<file path="src/rtl/tc_dev_pkg.sv">
// Shared definitions for the countdown timer peripheral:
// FSM encodings, register word offsets and CTRL bit positions.
package tc_dev_pkg;

   typedef enum logic [1:0] {
      st_idle = 2'd0,
      st_load = 2'd1,
      st_cnt  = 2'd2,
      st_int  = 2'd3
   } state_t;

   // Register word offsets (byte address bits [3:2])
   localparam logic [1:0] addr_ctrl   = 2'd0;
   localparam logic [1:0] addr_preset = 2'd1;
   localparam logic [1:0] addr_count  = 2'd2;
   localparam logic [1:0] addr_rsvd   = 2'd3;

   // CTRL bit positions
   localparam int ctrl_en      = 0;
   localparam int ctrl_mode_lo = 1;
   localparam int ctrl_mode_hi = 2;
   localparam int ctrl_im      = 3;
   localparam int ctrl_w       = 4;

   localparam logic [1:0] mode_auto = 2'b01;

   // Only the exact auto-reload encoding reloads; 10/11 fall back to one-shot
   function automatic logic mode_is_auto(input logic [1:0] mode);
      return (mode == mode_auto);
   endfunction

endpackage

</file>
<file path="src/rtl/tc_dev_if.sv">
// Data-side load/store bus between the core (master) and a peripheral (slave).
interface tc_dev_if #(
   parameter int DW = 32
);
   logic          req;
   logic          we;
   logic [1:0]    addr;
   logic [DW-1:0] wdata;
   logic          ack;
   logic [DW-1:0] rdata;

   modport master (
      output req, we, addr, wdata,
      input  ack, rdata
   );

   modport slave (
      input  req, we, addr, wdata,
      output ack, rdata
   );
endinterface

</file>
<file path="src/rtl/tc_dev.sv">
// Memory-mapped countdown timer: CTRL/PRESET/COUNT registers on the
// load/store bus, a four-state countdown FSM and a maskable interrupt.
module tc_dev
   import tc_dev_pkg::*;
#(
   parameter int DW = 32
) (
   input  logic  clk,
   input  logic  rst,
   tc_dev_if.slave bus,
   output logic  irq
);

   localparam logic [DW-1:0] one_val = {{(DW-1){1'b0}}, 1'b1};

   state_t              state_reg,  state_next;
   logic [ctrl_w-1:0]   ctrl_reg,   ctrl_next;
   logic [DW-1:0]       preset_reg, preset_next;
   logic [DW-1:0]       count_reg,  count_next;
   logic                flag_reg,   flag_next;
   logic                pulse_reg,  pulse_next;
   logic                ack_reg,    ack_next;
   logic [DW-1:0]       rdata_reg,  rdata_next;

   logic wr_access;
   logic rd_access;
   logic ctrl_wr;
   logic en;

   assign wr_access = bus.req &  bus.we;
   assign rd_access = bus.req & ~bus.we;
   assign ctrl_wr   = wr_access && (bus.addr == addr_ctrl);
   assign en        = ctrl_reg[ctrl_en];

   // Next-state, register-file and bus-response logic
   always_comb begin
      state_next  = state_reg;
      ctrl_next   = ctrl_reg;
      preset_next = preset_reg;
      count_next  = count_reg;
      flag_next   = flag_reg;
      pulse_next  = 1'b0;
      ack_next    = bus.req;
      rdata_next  = '0;

      // Auto-reload interrupt is a single-cycle pulse: drop it after INT
      if (pulse_reg) begin
         flag_next = 1'b0;
      end

      // Bus writes; COUNT and the reserved slot are acked but ignored
      if (wr_access) begin
         case (bus.addr)
            addr_ctrl: begin
               ctrl_next = bus.wdata[ctrl_w-1:0];
               flag_next = 1'b0;
            end
            addr_preset: preset_next = bus.wdata;
            default: ;
         endcase
      end

      // Reads return the pre-edge register value; writes return 0
      if (rd_access) begin
         case (bus.addr)
            addr_ctrl:   rdata_next = {{(DW-ctrl_w){1'b0}}, ctrl_reg};
            addr_preset: rdata_next = preset_reg;
            addr_count:  rdata_next = count_reg;
            default:     rdata_next = '0;
         endcase
      end

      // Countdown FSM works from the registered CTRL value
      case (state_reg)
         st_idle: begin
            if (en) begin
               state_next = st_load;
            end
         end
         st_load: begin
            if (!en) begin
               state_next = st_idle;
            end else begin
               count_next = preset_reg;
               state_next = st_cnt;
            end
         end
         st_cnt: begin
            if (!en) begin
               state_next = st_idle;
            end else if (count_reg > one_val) begin
               count_next = count_reg - one_val;
            end else begin
               count_next = '0;
               state_next = st_int;
            end
         end
         st_int: begin
            // INT always completes; its flag set overrides a same-cycle CTRL write
            flag_next = 1'b1;
            if (mode_is_auto(ctrl_reg[ctrl_mode_hi:ctrl_mode_lo])) begin
               pulse_next = 1'b1;
               state_next = st_load;
            end else begin
               // A CTRL write landing in this cycle carries newer software intent
               if (!ctrl_wr) begin
                  ctrl_next[ctrl_en] = 1'b0;
               end
               state_next = st_idle;
            end
         end
         default: state_next = st_idle;
      endcase
   end

   // State and register update with asynchronous active-low reset
   always_ff @(posedge clk or negedge rst) begin
      if (!rst) begin
         state_reg  <= st_idle;
         ctrl_reg   <= '0;
         preset_reg <= '0;
         count_reg  <= '0;
         flag_reg   <= 1'b0;
         pulse_reg  <= 1'b0;
         ack_reg    <= 1'b0;
         rdata_reg  <= '0;
      end else begin
         state_reg  <= state_next;
         ctrl_reg   <= ctrl_next;
         preset_reg <= preset_next;
         count_reg  <= count_next;
         flag_reg   <= flag_next;
         pulse_reg  <= pulse_next;
         ack_reg    <= ack_next;
         rdata_reg  <= rdata_next;
      end
   end

   assign bus.ack   = ack_reg;
   assign bus.rdata = rdata_reg;
   assign irq       = flag_reg & ctrl_reg[ctrl_im];

endmodule

</file>
<file path="src/flat_wrapper.sv">
// flat-port wrapper written by rule: the top's interface ports become plain ports
module tc_dev_flat import tc_dev_pkg::*;
#(
   parameter int DW = 32
)
  (clk, rst, irq, bus_req, bus_we, bus_addr, bus_wdata, bus_ack, bus_rdata);
  tc_dev_if #(.DW(DW)) bus_i ();
  input  logic clk;
  input  logic rst;
  output logic irq;
  input wire logic [$bits(bus_i.req)-1:0] bus_req;
  input wire logic [$bits(bus_i.we)-1:0] bus_we;
  input wire logic [$bits(bus_i.addr)-1:0] bus_addr;
  input wire logic [$bits(bus_i.wdata)-1:0] bus_wdata;
  output wire logic [$bits(bus_i.ack)-1:0] bus_ack;
  output wire logic [$bits(bus_i.rdata)-1:0] bus_rdata;
  assign bus_i.req = bus_req;
  assign bus_i.we = bus_we;
  assign bus_i.addr = bus_addr;
  assign bus_i.wdata = bus_wdata;
  assign bus_ack = bus_i.ack;
  assign bus_rdata = bus_i.rdata;
  tc_dev #(.DW(DW)) u_core (.clk(clk), .rst(rst), .bus(bus_i), .irq(irq));
endmodule
</file>
<file path="config.mk">
export PLATFORM = sky130hd
export DESIGN_NAME = tc_dev_flat
export DESIGN_NICKNAME = d
export VERILOG_FILES = /design/src/rtl/tc_dev_pkg.sv /design/src/rtl/tc_dev_if.sv /design/src/rtl/tc_dev.sv /design/src/flat_wrapper.sv
export SDC_FILE = /design/constraint.sdc
export NUM_CORES = 1
export LEC_CHECK = 0
export ABC_AREA = 1
export BUFFER_PORTS_ARGS = -buffer_cell sky130_fd_sc_hd__buf_2
export CORE_UTILIZATION = 40
export CTS_BUF_LIST = sky130_fd_sc_hd__clkbuf_8
export DETAILED_ROUTE_END_ITERATION = 8
export GPL_TIMING_DRIVEN = 0
export PLACE_DENSITY = 0.64
export RECOVER_POWER = 100
export SETUP_SLACK_MARGIN = 0.4
export SYNTH_ARGS = -nofsm -noshare
export SYNTH_HDL_FRONTEND = slang
export SYNTH_SLANG_ARGS = --single-unit
</file>
<file path="constraint.sdc">
create_clock -name clk -period 1.6 [get_ports clk]
set_clock_uncertainty 0.05 [all_clocks]
set_input_delay 0.32 -clock clk [delete_from_list [all_inputs] [get_ports clk]]
set_output_delay 0.32 -clock clk [all_outputs]
set_load 0.03 [all_outputs]
</file>
# --- After elaboration in Yosys (flattened, before gate mapping) ---
# Index checks and enable logic that the tools add are counted.
op_classes:
  reduce_logical: 8
  n_mux: 23
  n_addsub: 1
  n_eq_ne: 10
  bitwise: 4
  n_lt_le_gt_ge: 1
ops:
  columns: ["op", "count"]
  rows:
  - ["32-bit two-way mux", 4]
  - ["32-bit one-hot mux with 3 select lines", 1]
  - ["32-bit one-hot mux with 2 select lines", 1]
  - ["32-bit by 1-bit greater-than comparator with 1-bit output (second input constant)", 1]
  - ["32-bit by 1-bit subtractor with 32-bit output (second input constant)", 1]
  - ["1-bit two-way mux", 12]
  - ["2-bit two-way mux", 4]
  - ["2-bit one-hot mux with 4 select lines", 1]
  - ["2-bit by 1-bit == test with 1-bit output (second input constant)", 3]
  - ["2-bit == test (second input constant)", 3]
  - ["2-bit by 1-bit inequality test with 1-bit output (second input constant)", 3]
  - ["2-bit AND reduction", 3]
  - ["2-bit logical NOT", 2]
  - ["1-bit bitwise AND", 3]
  - ["3-bit inequality test (second input constant)", 1]
  - ["3-bit AND reduction", 1]
  - ["2-bit nonzero test", 1]
  - ["1-bit logical AND", 1]
  - ["1-bit NOT", 1]
totals:
  elab_cells: 56
  out_inout_bits: 34
  ff_bits: 105
  input_bits: 38

# --- Logic depth before layout (Yosys ltp) ---
# Gate-level depths: netlist (run 1).
depth:
  ltp_word: 6
  ltp_mapped: 11
  ltp_nobuf: 11

# --- Worst setup path before layout (run 1) ---
# Ideal clock, no wire load.
synth_path:
  path_type: "flip-flop to flip-flop"
  startpoint: "register u_core.state_reg[0]"
  endpoint: "register u_core.count_reg[22]"
  synth_period_minus_slack_ps: 1632
  stages_incl_launch_ff: 9
  path_buffers: 1
  required_time_ps: 1428
  setup_slack_ps: -32
  t_arrival_ps: 1460
  path_cell_list: "dfrtp_1 -> inv_1 -> ha_1 -> or2_1 -> nand2_1 -> nand2_1 -> clkbuf_1 -> a21oi_1 -> a21oi_2"
synth_via:
  elab_chain_cells: 3
  word_cells_on_any_way: 7
  cone_classes: "eq/ne (4); mux (1); reduce/logical (2)"
synth_lines:
  columns: ["item", "line_no", "source"]
  rows:
  - ["start: declaration", "tc_dev.sv:16", "state_t state_reg, state_next;"]
  - ["start signal: assignment", "tc_dev.sv:119", "state_reg <= st_idle;"]
  - ["start signal: assignment", "tc_dev.sv:128", "state_reg <= state_next;"]
  - ["2-bit == test / 2-bit by 1-bit == test with 1-bit output (equally long branches)", "tc_dev.sv:74", "case (state_reg)"]
  - ["2-bit by 1-bit inequality test with 1-bit output (no line) / 2-bit nonzero test (equally long branches)", null, null]
  - ["3-bit AND reduction (no line)", null, null]
  - ["end signal: assignment", "tc_dev.sv:131", "count_reg <= count_next;"]
  - ["end: declaration", "tc_dev.sv:19", "logic [DW-1:0] count_reg, count_next;"]
# Several ways; a longest one is shown, not always the timed one.
# A chain may end at the register's enable or synchronous reset.

# --- Final worst setup path (run 1) ---
layout_path:
  startpoint: "register u_core.count_reg[0]"
  endpoint: "register u_core.count_reg[3]"
layout_via:
  elab_chain_cells: 4
  word_cells_on_any_way: 5
  cone_classes: "add/sub (1); order compare (1); mux (3)"
layout_lines:
  columns: ["item", "line_no", "source"]
  rows:
  - ["32-bit by 1-bit subtractor with 32-bit output / 32-bit by 1-bit greater-than comparator with 1-bit output (equally long branches)", "tc_dev.sv:92, tc_dev.sv:91", null]
  - ["32-bit two-way mux *", "tc_dev.sv:91", "end else if (count_reg > one_val) begin"]
  - ["32-bit two-way mux *", "tc_dev.sv:89", "if (!en) begin"]
  - ["32-bit one-hot mux with 2 select lines *", "tc_dev.sv:74", null]
# Mark *: on every way between the ends. The rest lies on a longest branch, timed or not. The select of a mux whose other input is x is not followed.

==> flow_metrics.py, run 1 <==
metrics = {
    "floorplanning": {
        "start_util_pct": 41.2,
        "die_w_um": 119,
        "coreArea_mm2": 0.0133,
        "die-area_mm2": 0.0142,
        "fp.dieH_um": 119,
        "rows": 42,
        "io_pins": 72,
    },
    "clocking": {
        "htree_levels": 3,
        "clock-sinks": 105,
        "clockRootBuffer": "clkbuf_8",
        "cts_tree": "yes",
        "clkLatencyLatePin_ns": 0.41,
        "cts_made_buffers": 9,
        "clk_pin_slew_ns": 0.10,
        "cts_buffer_depth": 2,
    },
    "yosys": {
        "synth-simple-area-share_pct": 24.2,
        "synthCells": 638,
        "ys.flop_type": "dfrtp_1",
        "ys_types": 35,
        "synth_top_family_by_area": "simple AND/OR/NAND/NOR gates",
        "yosysWarnings": 0,
        "yosys_register_bits": 105,
        "syn-num-nets": 683,
        "synth.most_common_cell": "nand2_1",
        "synthAdderAreaFrac_pct": 1.59,
        "synth_compound_area_share_pct": 12.8,
        "syn_area_mm2": 0.00551,
        "async_flop_share_pct": 100,
        "postSynthAreaPerCell_um2": 8.63,
        "synth.mux.area_fraction_pct": 5.93,
        "synth.largest_area_cell": "dfrtp_1",
        "synth-edff-count": 0,
        "yosys.area_share.xor_xnor_pct": 2.23,
        "seq_area_frac_synth_pct": 47.7,
        "synth_area_leaders": "dfrtp_1 (48%), nand2_1 (10%), a21oi_1 (6.3%)",
        "synth_common_cells": "nand2_1 (149), dfrtp_1 (105), nor2_1 (87)",
        "synth_top_area_share_pct": 47.7,
    },
    "layout": {
        "antennaDiodeCount": 0,
        "drive_gt1_share_pct": 35.8,
        "final_cells": 925,
        "nNetsFinal": 789,
        "area_growth_pct": 25.0,
        "nFillCells": 1280,
    },
    "critical_path": {
        "ff2ff_path_depth": 11,
        "worstPathArrival_ns": 2.03,
        "cp-end-kind": "register",
        "start_kind": "register",
        "criticalPathCategory": "reg2reg",
        "crit_fanout": 5,
        "required_ns": 1.89,
    },
    "detailed_routing": {
        "ant_nets": 0,
        "via_count": 4594,
        "routedWlPerCell_um": 15.3,
        "drc": 0,
        "first_pass_iters": 8,
        "vias_per_cell": 4.97,
        "drt-total-wl_mm": 14.1,
        "drt_iter0_drc": 272,
    },
    "timing": {
        "fin_ws_ns": -0.140,
        "slew_headroom_pct": 20.4,
        "period_share_pct": 109,
        "slew_violations": 0,
        "hold_viol": 0,
        "hold_slack_ns": 0.0405,
        "rsz0062_at_grt": "true",
        "clock.fmax_ghz": 0.575,
        "layout_min_cycle_time_ns": 1.74,
        "max_slew.worst_pin.slew_ns": 1.19,
        "setup_violations": 63,
    },
    "pwr": {
        "p_seq_share_pct": 38.7,
        "swShare_pct": 43.3,
        "powerDensity_mw_per_mm2": 1650,
        "total_power_mw": 11.4,
        "ir_drop_mv": 0.691,
        "p_clk_share_pct": 14.7,
        "power_frac_comb_pct": 46.5,
        "intPower_mw": 6.43,
        "power_leakage_nw": 2.92,
        "p_sw_mw": 4.92,
    },
    "place": {
        "hpwl_mm": 9.92,
        "portBuffers": 71,
        "pre_cts_slack_ns": -0.165,
        "place.gp.congestion": 0.855,
        "placed_cells": 886,
    },
    "global_route": {
        "grt_antenna_before_repair": 0,
        "grt.total_usage_pct": 21.3,
        "overflow": 0,
        "grt_pass1_vias": 4575,
        "grt_pass1_wl_mm": 23.2,
        "grt_max_degree": 58,
    },
    "flow_run": {
        "maxCapViolations": 0,
    },
    "run_status": {
        "status": "complete, but fails checks",
        "violations": "negative setup slack",
    },
    "worst_hold_path": {
        "hp-class": "in2reg",
        "min_path_cells": 1,
    },
}
[metrics by stage]
stage	util (%)	cell area [um2]	setup TNS [ns]
2_1_floorplan	-	5740	0
3_3_place_gp	47.3	6320	-103.38
3_5_place_dp	47.5	6350	-4.46
4_1_cts	52.7	7040	-3.81
5_1_grt	51.6	6880	-11.43
6_report	51.6	6880	-6.45
[cell type report]
class	count	area (um2)	area share, %
repair buffers	95	546	7.92
plain buffers	23	209	3.04
flip-flops and latches	105	2640	38.4
inverters	48	194	2.82
clock inverters	6	58.8	0.854
multi-input cells	462	2880	41.8
clock buffers	10	138	2.00
well taps	176	220	3.20
[critical path, stage by stage, from the launching register on]
cell and delay (ns):
dfrtp_1 0.40, inv_2 0.07, ha_4 0.17, nand2_4 0.09, nor2_4 0.05, nand2_4 0.08
nand2_4 0.07, a21oi_4 0.25, buf_12 0.15, buf_16 0.12, nand2_4 0.04, a21oi_2 0.12
[what timing repair did]
item	CTS	global route
pin swaps	14	11
resized for setup	105	40
setup buffers	16	6
endpoints found under the hold margin	48	48
cloned	1	0
endpoints found under the setup margin	101	88
[placed cells by master, fill, tap and decap left out, types with 7 or more instances in the layout]
cell / Yosys / layout
nor2_1: 87 / 75
nor2_2: 7 / 16
xor2_1: 7 / 7
dfrtp_2: 0 / 11
buf_2: 8 / 36
nand2_2: 9 / 16
clkbuf_2: 0 / 7
nand3_2: 15 / 14
clkbuf_1: 9 / 36
clkbuf_8: 0 / 13
a21oi_1: 69 / 36
inv_1: 46 / 39
nor2_4: 4 / 7
inv_2: 2 / 7
nand3_1: 11 / 10
a21oi_2: 20 / 53
nand2_1: 149 / 139
buf_4: 0 / 16
buf_6: 2 / 10
o21ai_0: 13 / 9
mux2_2: 25 / 25
dfrtp_1: 105 / 94
xnor2_1: 7 / 7
[path summary, 6_finish.rpt]
check	from	to	slack [ns]
max	u_core.count_reg[0]	u_core.count_reg[3]	-0.14
min reg2reg	u_core.pulse_reg	u_core.flag_reg	0.46
max in group asynchronous	rst	u_core.count_reg[16]	0.29
min	bus_req	u_core.bus.ack	0.04
max reg2reg	u_core.count_reg[0]	u_core.count_reg[3]	-0.14
min in group asynchronous	rst	u_core.ctrl_reg[0]	0.08
[power by group through the flow]
| stage | logic, mW | registers, mW | clock network, mW |
|---|---|---|---|
| after floorplan | 3.64 | 4.20 | 0 |
| after global placement | 4.51 | 4.31 | 0 |
| after CTS | 5.14 | 4.34 | 1.72 |
| final | 5.28 | 4.39 | 1.67 |
| after global routing | 5.82 | 4.51 | 1.86 |
| after detailed placement | 4.63 | 4.36 | 0 |
[cells by family after synthesis]
| kind of cell | count (synthesis) |
|---|---|
| XOR/XNOR | 14 |
| multiplexers | 29 |
| flip-flops | 105 |
| adder cells (fa/ha/maj) | 7 |
| AO/OA/AOI/OAI | 117 |
| buffers and inverters | 71 |
| AND/OR/NAND/NOR | 295 |
[metal layers]
metal | part of all wire (%) | up-vias | track usage (%)
met4 | 1.6 | 0 | 7.73
met2 | 47 | 90 | 34.4
li1 | - | 2273 | -
met1 | 47 | 2215 | 28.3
met5 | 0 | - | 0
met3 | 4.2 | 16 | 4.17
Note: power is estimated with default switching activity, not from simulation.
==> inputs of run 2 (changes only) <==
--- a/config.mk
+++ b/config.mk
@@ -13,7 +13,7 @@
 export GPL_TIMING_DRIVEN = 0
 export PLACE_DENSITY = 0.64
 export RECOVER_POWER = 100
-export SETUP_SLACK_MARGIN = 0.4
+export SETUP_SLACK_MARGIN = 0.05
 export SYNTH_ARGS = -nofsm -noshare
 export SYNTH_HDL_FRONTEND = slang
 export SYNTH_SLANG_ARGS = --single-unit
==> run 2 against run 1 <==
The run still ends with negative setup slack left. Count of clock-buffer cells in the layout fell by 1. Total power rose by 13%. Hold slack worse by 0.0078 ns. Die area unchanged. Final area up 5.1%. Global-route usage grew 0.31 points. Routed wire length grew 6.7%. Critical endpoint is now u_core.count_reg[16].
==> flow_metrics.py, run 2 (same netlist as run 1, synthesis figures left out) <==
metrics = {
    "timing": {
        "hold_viol": 0,
        "clock.fmax_ghz": 0.577,
        "max_slew.worst_pin.slew_ns": 0.660,
        "hold_slack_ns": 0.0327,
        "period_share_pct": 108,
        "slew_headroom_pct": 56.0,
        "fin_ws_ns": -0.132,
        "setup_violations": 34,
        "slew_violations": 0,
        "finalSetupTns_ns": -2.62,
        "rsz0062_at_grt": "true",
        "layout_min_cycle_time_ns": 1.73,
    },
    "layout": {
        "nNetsFinal": 819,
        "fin_area_mm2": 0.00724,
        "final_util_pct": 54.2,
        "antennaDiodeCount": 0,
        "seq_area_mm2": 0.00265,
        "final_common_cell": "nand2_1",
        "area_growth_pct": 31.5,
        "drive_gt1_share_pct": 38.5,
        "nFillCells": 1227,
        "final_cells": 955,
        "layout_common_cells": "nand2_1 (133), dfrtp_1 (91), nor2_1 (65)",
        "multi_input_area_mm2": 0.00294,
    },
    "floorplanning": {
        "die_w_um": 119,
        "io_pins": 72,
        "fp.dieH_um": 119,
        "die-area_mm2": 0.0142,
        "coreArea_mm2": 0.0133,
        "rows": 42,
        "start_util_pct": 41.2,
    },
    "critical_path": {
        "start_kind": "register",
        "cp-end-kind": "register",
        "required_ns": 1.84,
        "crit_fanout": 8,
        "criticalPathCategory": "reg2reg",
        "worstPathArrival_ns": 1.97,
    },
    "detailed_routing": {
        "first_pass_iters": 4,
        "via_count": 4815,
        "vias_per_cell": 5.04,
        "ant_nets": 0,
        "drt-total-wl_mm": 15.1,
        "routedWlPerCell_um": 15.8,
        "drt_iter0_drc": 272,
        "drc": 0,
    },
    "place": {
        "placed_cells": 886,
        "place.gp.congestion": 0.840,
        "hpwl_mm": 9.92,
        "portBuffers": 71,
        "placed_area_mm2": 0.00620,
    },
    "clocking": {
        "cts_made_buffers": 9,
        "clockRootBuffer": "clkbuf_8",
        "clk_pin_slew_ns": 0.10,
        "htree_levels": 3,
        "cts_tree": "yes",
        "clkLatencyLatePin_ns": 0.40,
        "cts_buffer_depth": 2,
        "clock-sinks": 105,
    },
    "global_route": {
        "grt_pass1_vias": 4728,
        "overflow": 0,
        "grt.total_usage_pct": 21.6,
        "grt_pass1_wl_mm": 23.9,
        "grt_max_degree": 58,
        "grt_antenna_before_repair": 0,
    },
    "run_status": {
        "violations": "negative setup slack",
        "status": "complete, but fails checks",
    },
    "flow_run": {
        "maxCapViolations": 0,
    },
    "pwr": {
        "power_leakage_nw": 3.08,
        "powerDensity_mw_per_mm2": 1770,
        "ir_drop_mv": 1.06,
    },
    "worst_hold_path": {
        "hp-class": "in2reg",
    },
}
==> run 2: power breakdown <==
group | switching [mW] | internal, mW
sequential | 0.899 | 3.44
clock | 0.925 | 0.710
combinational | 3.60 | 3.26
==> run 2: worst paths after layout <==
| check | depth (start not counted) | slack [ns] | startpoint | to |
|---|---|---|---|---|
| min in group asynchronous | 2 | 0.46 | rst | u_core.ctrl_reg[2] |
| worst min-delay path | 1 | 0.03 | bus_req | u_core.bus.ack |
| worst max-delay path | 8 | -0.13 | u_core.state_reg[0] | u_core.count_reg[16] |
| worst max register to register | 8 | -0.13 | u_core.state_reg[0] | u_core.count_reg[16] |
| worst min register to register | 2 | 0.45 | u_core.pulse_reg | u_core.flag_reg |
| max in group asynchronous | 3 | 0.17 | rst | u_core.count_reg[21] |
==> run 2: what timing repair did <==
item / CTS / global route
cloned: 3 / 3
endpoints found under the setup margin: 34 / 35
pin swaps: 11 / 18
hold endpoints to repair: 48 / 0
gates resized for setup: 62 / 75
buffers inserted: 34 / 14
hold buffers: 1 / 0
==> run 2: final cells by class <==
type,instances,area share (%)
timing repair buffer,125,11.3
buffer,23,3.18
clock inverter,7,0.882
sequential,105,36.5
clock buffer,9,1.71
tap,176,3.04
inverter,48,2.75
multi-input combinational,462,40.6
==> run 2: per-layer routing <==
metal,GRT usage (%),wire length [um],up-vias,share of wire [%]
met5,0,0,-,0
met4,8.67,257,0,1.7
met3,3.54,752,18,5.0
met2,35.4,7320,117,49
met1,28.4,6740,2346,45
li1,-,-,2334,-
==> run 2: critical path, cell delays in order, from the launching register on <==
cell and delay, ns:
dfrtp_1 0.41, inv_2 0.08, ha_4 0.18, or2_1 0.23, nand2_2 0.12, nand2_8 0.12, clkbuf_16 0.18, a21oi_1 0.17
a21oi_2 0.08
==> run 2: through the flow <==
| step | total power [mW] | setup WS, ns |
|---|---|---|
| finish | 12.8 | -0.132 |
| global route | 13.7 | -0.205 |
| CTS | 11.7 | -0.111 |
| detailed placement | 8.74 | -0.217 |
| global placement | 8.59 | -0.948 |
| floorplan | 7.61 | 0.0493 |
==> inputs of run 3 (changes only) <==
--- a/config.mk
+++ b/config.mk
@@ -11,7 +11,8 @@
 export CTS_BUF_LIST = sky130_fd_sc_hd__clkbuf_8
 export DETAILED_ROUTE_END_ITERATION = 8
 export GPL_TIMING_DRIVEN = 0
-export PLACE_DENSITY = 0.64
+export HOLD_SLACK_MARGIN = 0.05
+export PLACE_DENSITY = 0.62
 export RECOVER_POWER = 100
 export SETUP_SLACK_MARGIN = 0.05
 export SYNTH_ARGS = -nofsm -noshare
==> constraint.sdc (replaced) <==
create_clock -name clk -period 2.11 [get_ports clk]
set_clock_uncertainty 0.05 [all_clocks]
set_input_delay 0.422 -clock clk [delete_from_list [all_inputs] [get_ports clk]]
set_output_delay 0.422 -clock clk [all_outputs]
set_load 0.03 [all_outputs]
==> run 3 against run 2 <==
The run now ends clean. Total power fell by 41%. Largest power group is now sequential cells. Non-clock buffer count shrank 50. Critical path depth is 2 lower. Sequential power fell by 26%. Combinational power down 54%. Via count is 7.2% lower. Utilization decreased by 7.4 points. Routed wire length decreased by 12%. Global-route usage decreased by 1.2 points. Count of clock-buffer cells in the layout unchanged.
==> flow_metrics.py, run 3 (same netlist as run 1, synthesis figures left out) <==
metrics = {
    "run_status": {
        "status": "finished, final reports clean",
    },
    "detailed_routing": {
        "vias_per_cell": 4.93,
        "drc": 0,
        "via_count": 4466,
        "first_pass_iters": 5,
        "routedWlPerCell_um": 14.7,
        "drt-total-wl_mm": 13.3,
        "drt_iter0_drc": 268,
        "ant_nets": 0,
    },
    "pwr": {
        "total_power_mw": 7.55,
        "intPower_mw": 4.22,
        "power_frac_comb_pct": 42.0,
        "p_seq_share_pct": 42.7,
        "ir_drop_mv": 0.466,
        "swShare_pct": 44.1,
        "p_clk_share_pct": 15.3,
        "p_sw_mw": 3.33,
        "power_leakage_nw": 2.70,
        "powerDensity_mw_per_mm2": 1210,
    },
    "layout": {
        "final_common_cell": "nand2_1",
        "layout_common_cells": "nand2_1 (149), dfrtp_1 (105), nor2_1 (88)",
        "nNetsFinal": 769,
        "nFillCells": 1336,
        "drive_gt1_share_pct": 20.7,
        "fin_area_mm2": 0.00625,
        "antennaDiodeCount": 0,
        "area_growth_pct": 13.5,
    },
    "global_route": {
        "grt_pass1_wl_mm": 22.4,
        "grt_max_degree": 62,
        "grt_util_met3_pct": 4.93,
        "grt.total_usage_pct": 20.4,
        "grt_antenna_before_repair": 0,
        "top_usage_layer": "met2",
        "overflow": 0,
        "grt_pass1_vias": 4472,
        "grtUsageMet1_pct": 27.6,
        "met2_usage_pct": 32.7,
    },
    "place": {
        "pre_cts_slack_ns": 0.151,
        "place.gp.congestion": 0.859,
        "placed_area_mm2": 0.00611,
        "portBuffers": 71,
        "hpwl_mm": 9.93,
    },
    "worst_hold_path": {
        "hp-class": "in2reg",
        "min_path_cells": 1,
        "worstHoldStart": "bus_req",
    },
    "critical_path": {
        "ff2ff_path_depth": 8,
        "crit_end": "u_core.preset_reg[6]",
        "required_ns": 2.34,
        "r2r-end": "u_core.count_reg[22]",
        "ff2ff_setup_slack_ns": 0.22,
        "crit_slowest_cell": "nand3_1",
        "crit_fanout": 10,
        "cp-end-kind": "register",
        "cpPeakStageDelay_ns": 0.51,
        "r2r_start": "u_core.state_reg[0]",
        "worstPathArrival_ns": 2.20,
        "cp_cell_sequence": "buf_2, inv_1, nor2_1, nand3_1, clkbuf_2, mux2_1",
        "criticalPathCategory": "in2reg",
        "crit_start": "bus_addr[0]",
        "start_kind": "input port",
    },
    "clocking": {
        "clockRootBuffer": "clkbuf_8",
        "clock-sinks": 105,
        "clkLatencyLatePin_ns": 0.40,
        "cts_tree": "yes",
        "clk_pin_slew_ns": 0.10,
        "htree_levels": 3,
        "cts_buffer_depth": 2,
        "cts_made_buffers": 9,
    },
    "timing": {
        "fin_ws_ns": 0.148,
        "clock.fmax_ghz": 0.510,
        "slew_headroom_pct": 21.8,
        "setup_violations": 0,
        "rsz0062_at_grt": "false",
        "period_share_pct": 93.0,
        "hold_viol": 0,
        "slew_violations": 0,
        "max_slew.worst_pin.slew_ns": 1.17,
        "layout_min_cycle_time_ns": 1.96,
    },
    "floorplanning": {
        "rows": 42,
        "die-area_mm2": 0.0142,
        "coreArea_mm2": 0.0133,
        "die_w_um": 119,
        "fp.dieH_um": 119,
        "start_util_pct": 41.2,
        "io_pins": 72,
    },
    "flow_run": {
        "maxCapViolations": 0,
    },
}
[run 3: worst min-delay path by stage]
stage / endpoint / slack, ns
after global placement: u_core.flag_reg / 0.43
after CTS: u_core.bus.ack / 0.1
after global routing: u_core.bus.ack / 0.12
after floorplan: u_core.bus.ack / 0.08
final: u_core.bus.ack / 0.13
after detailed placement: u_core.pulse_reg / 0.42
[run 3: final cells by class]
| type | count | area, um2 | area share [%] |
|---|---|---|---|
| Clock inverter | 7 | 48.8 | 0.781 |
| Inverter | 48 | 180 | 2.88 |
| Buffer | 23 | 129 | 2.06 |
| Tap cell | 176 | 220 | 3.52 |
| Sequential cell | 105 | 2630 | 42.0 |
| Clock buffer | 9 | 124 | 1.98 |
| Timing Repair Buffer | 75 | 359 | 5.74 |
| Multi-Input combinational cell | 462 | 2560 | 41.0 |
[run 3: through the flow]
step	setup TNS, ns	hold WS [ns]	util (%)	cells
2_1_floorplan	0	0.0764	-	638
6_report	0	0.126	46.8	905
4_1_cts	0	0.0998	47.2	903
5_1_grt	0	0.116	46.8	905
3_5_place_dp	0	0.422	45.8	886
3_3_place_gp	-55.12	0.430	45.6	885
[run 3: power groups by stage]
stage,registers [mW],logic (mW),clock network (mW)
2_1_floorplan,3.15,2.39,0
3_3_place_gp,3.24,3.04,0
3_5_place_dp,3.26,3.13,0
4_1_cts,3.22,3.15,1.19
5_1_grt,3.32,3.59,1.27
6_report,3.22,3.17,1.16
[run 3: worst max-delay path: cells and delay by family]
family | cells | cell delay [ns]
buf+inv | 3 | 0.50
simple gates | 2 | 0.94
mux | 1 | 0.34
[run 3: repair_timing]
| action | CTS | global route |
|---|---|---|
| endpoints found under the hold margin | 44 | 0 |
| endpoints found under the setup margin | 0 | 31 |
| resized for setup | 0 | 14 |
| setup buffers | 0 | 2 |
| hold buffers | 1 | 0 |
[run 3: layer usage]
| layer | wire [um] | up-vias |
|---|---|---|
| met1 | 6210 | 2124 |
| met4 | 145 | 0 |
| met5 | 0 | - |
| met2 | 6300 | 98 |
| met3 | 654 | 12 |
| li1 | - | 2232 |
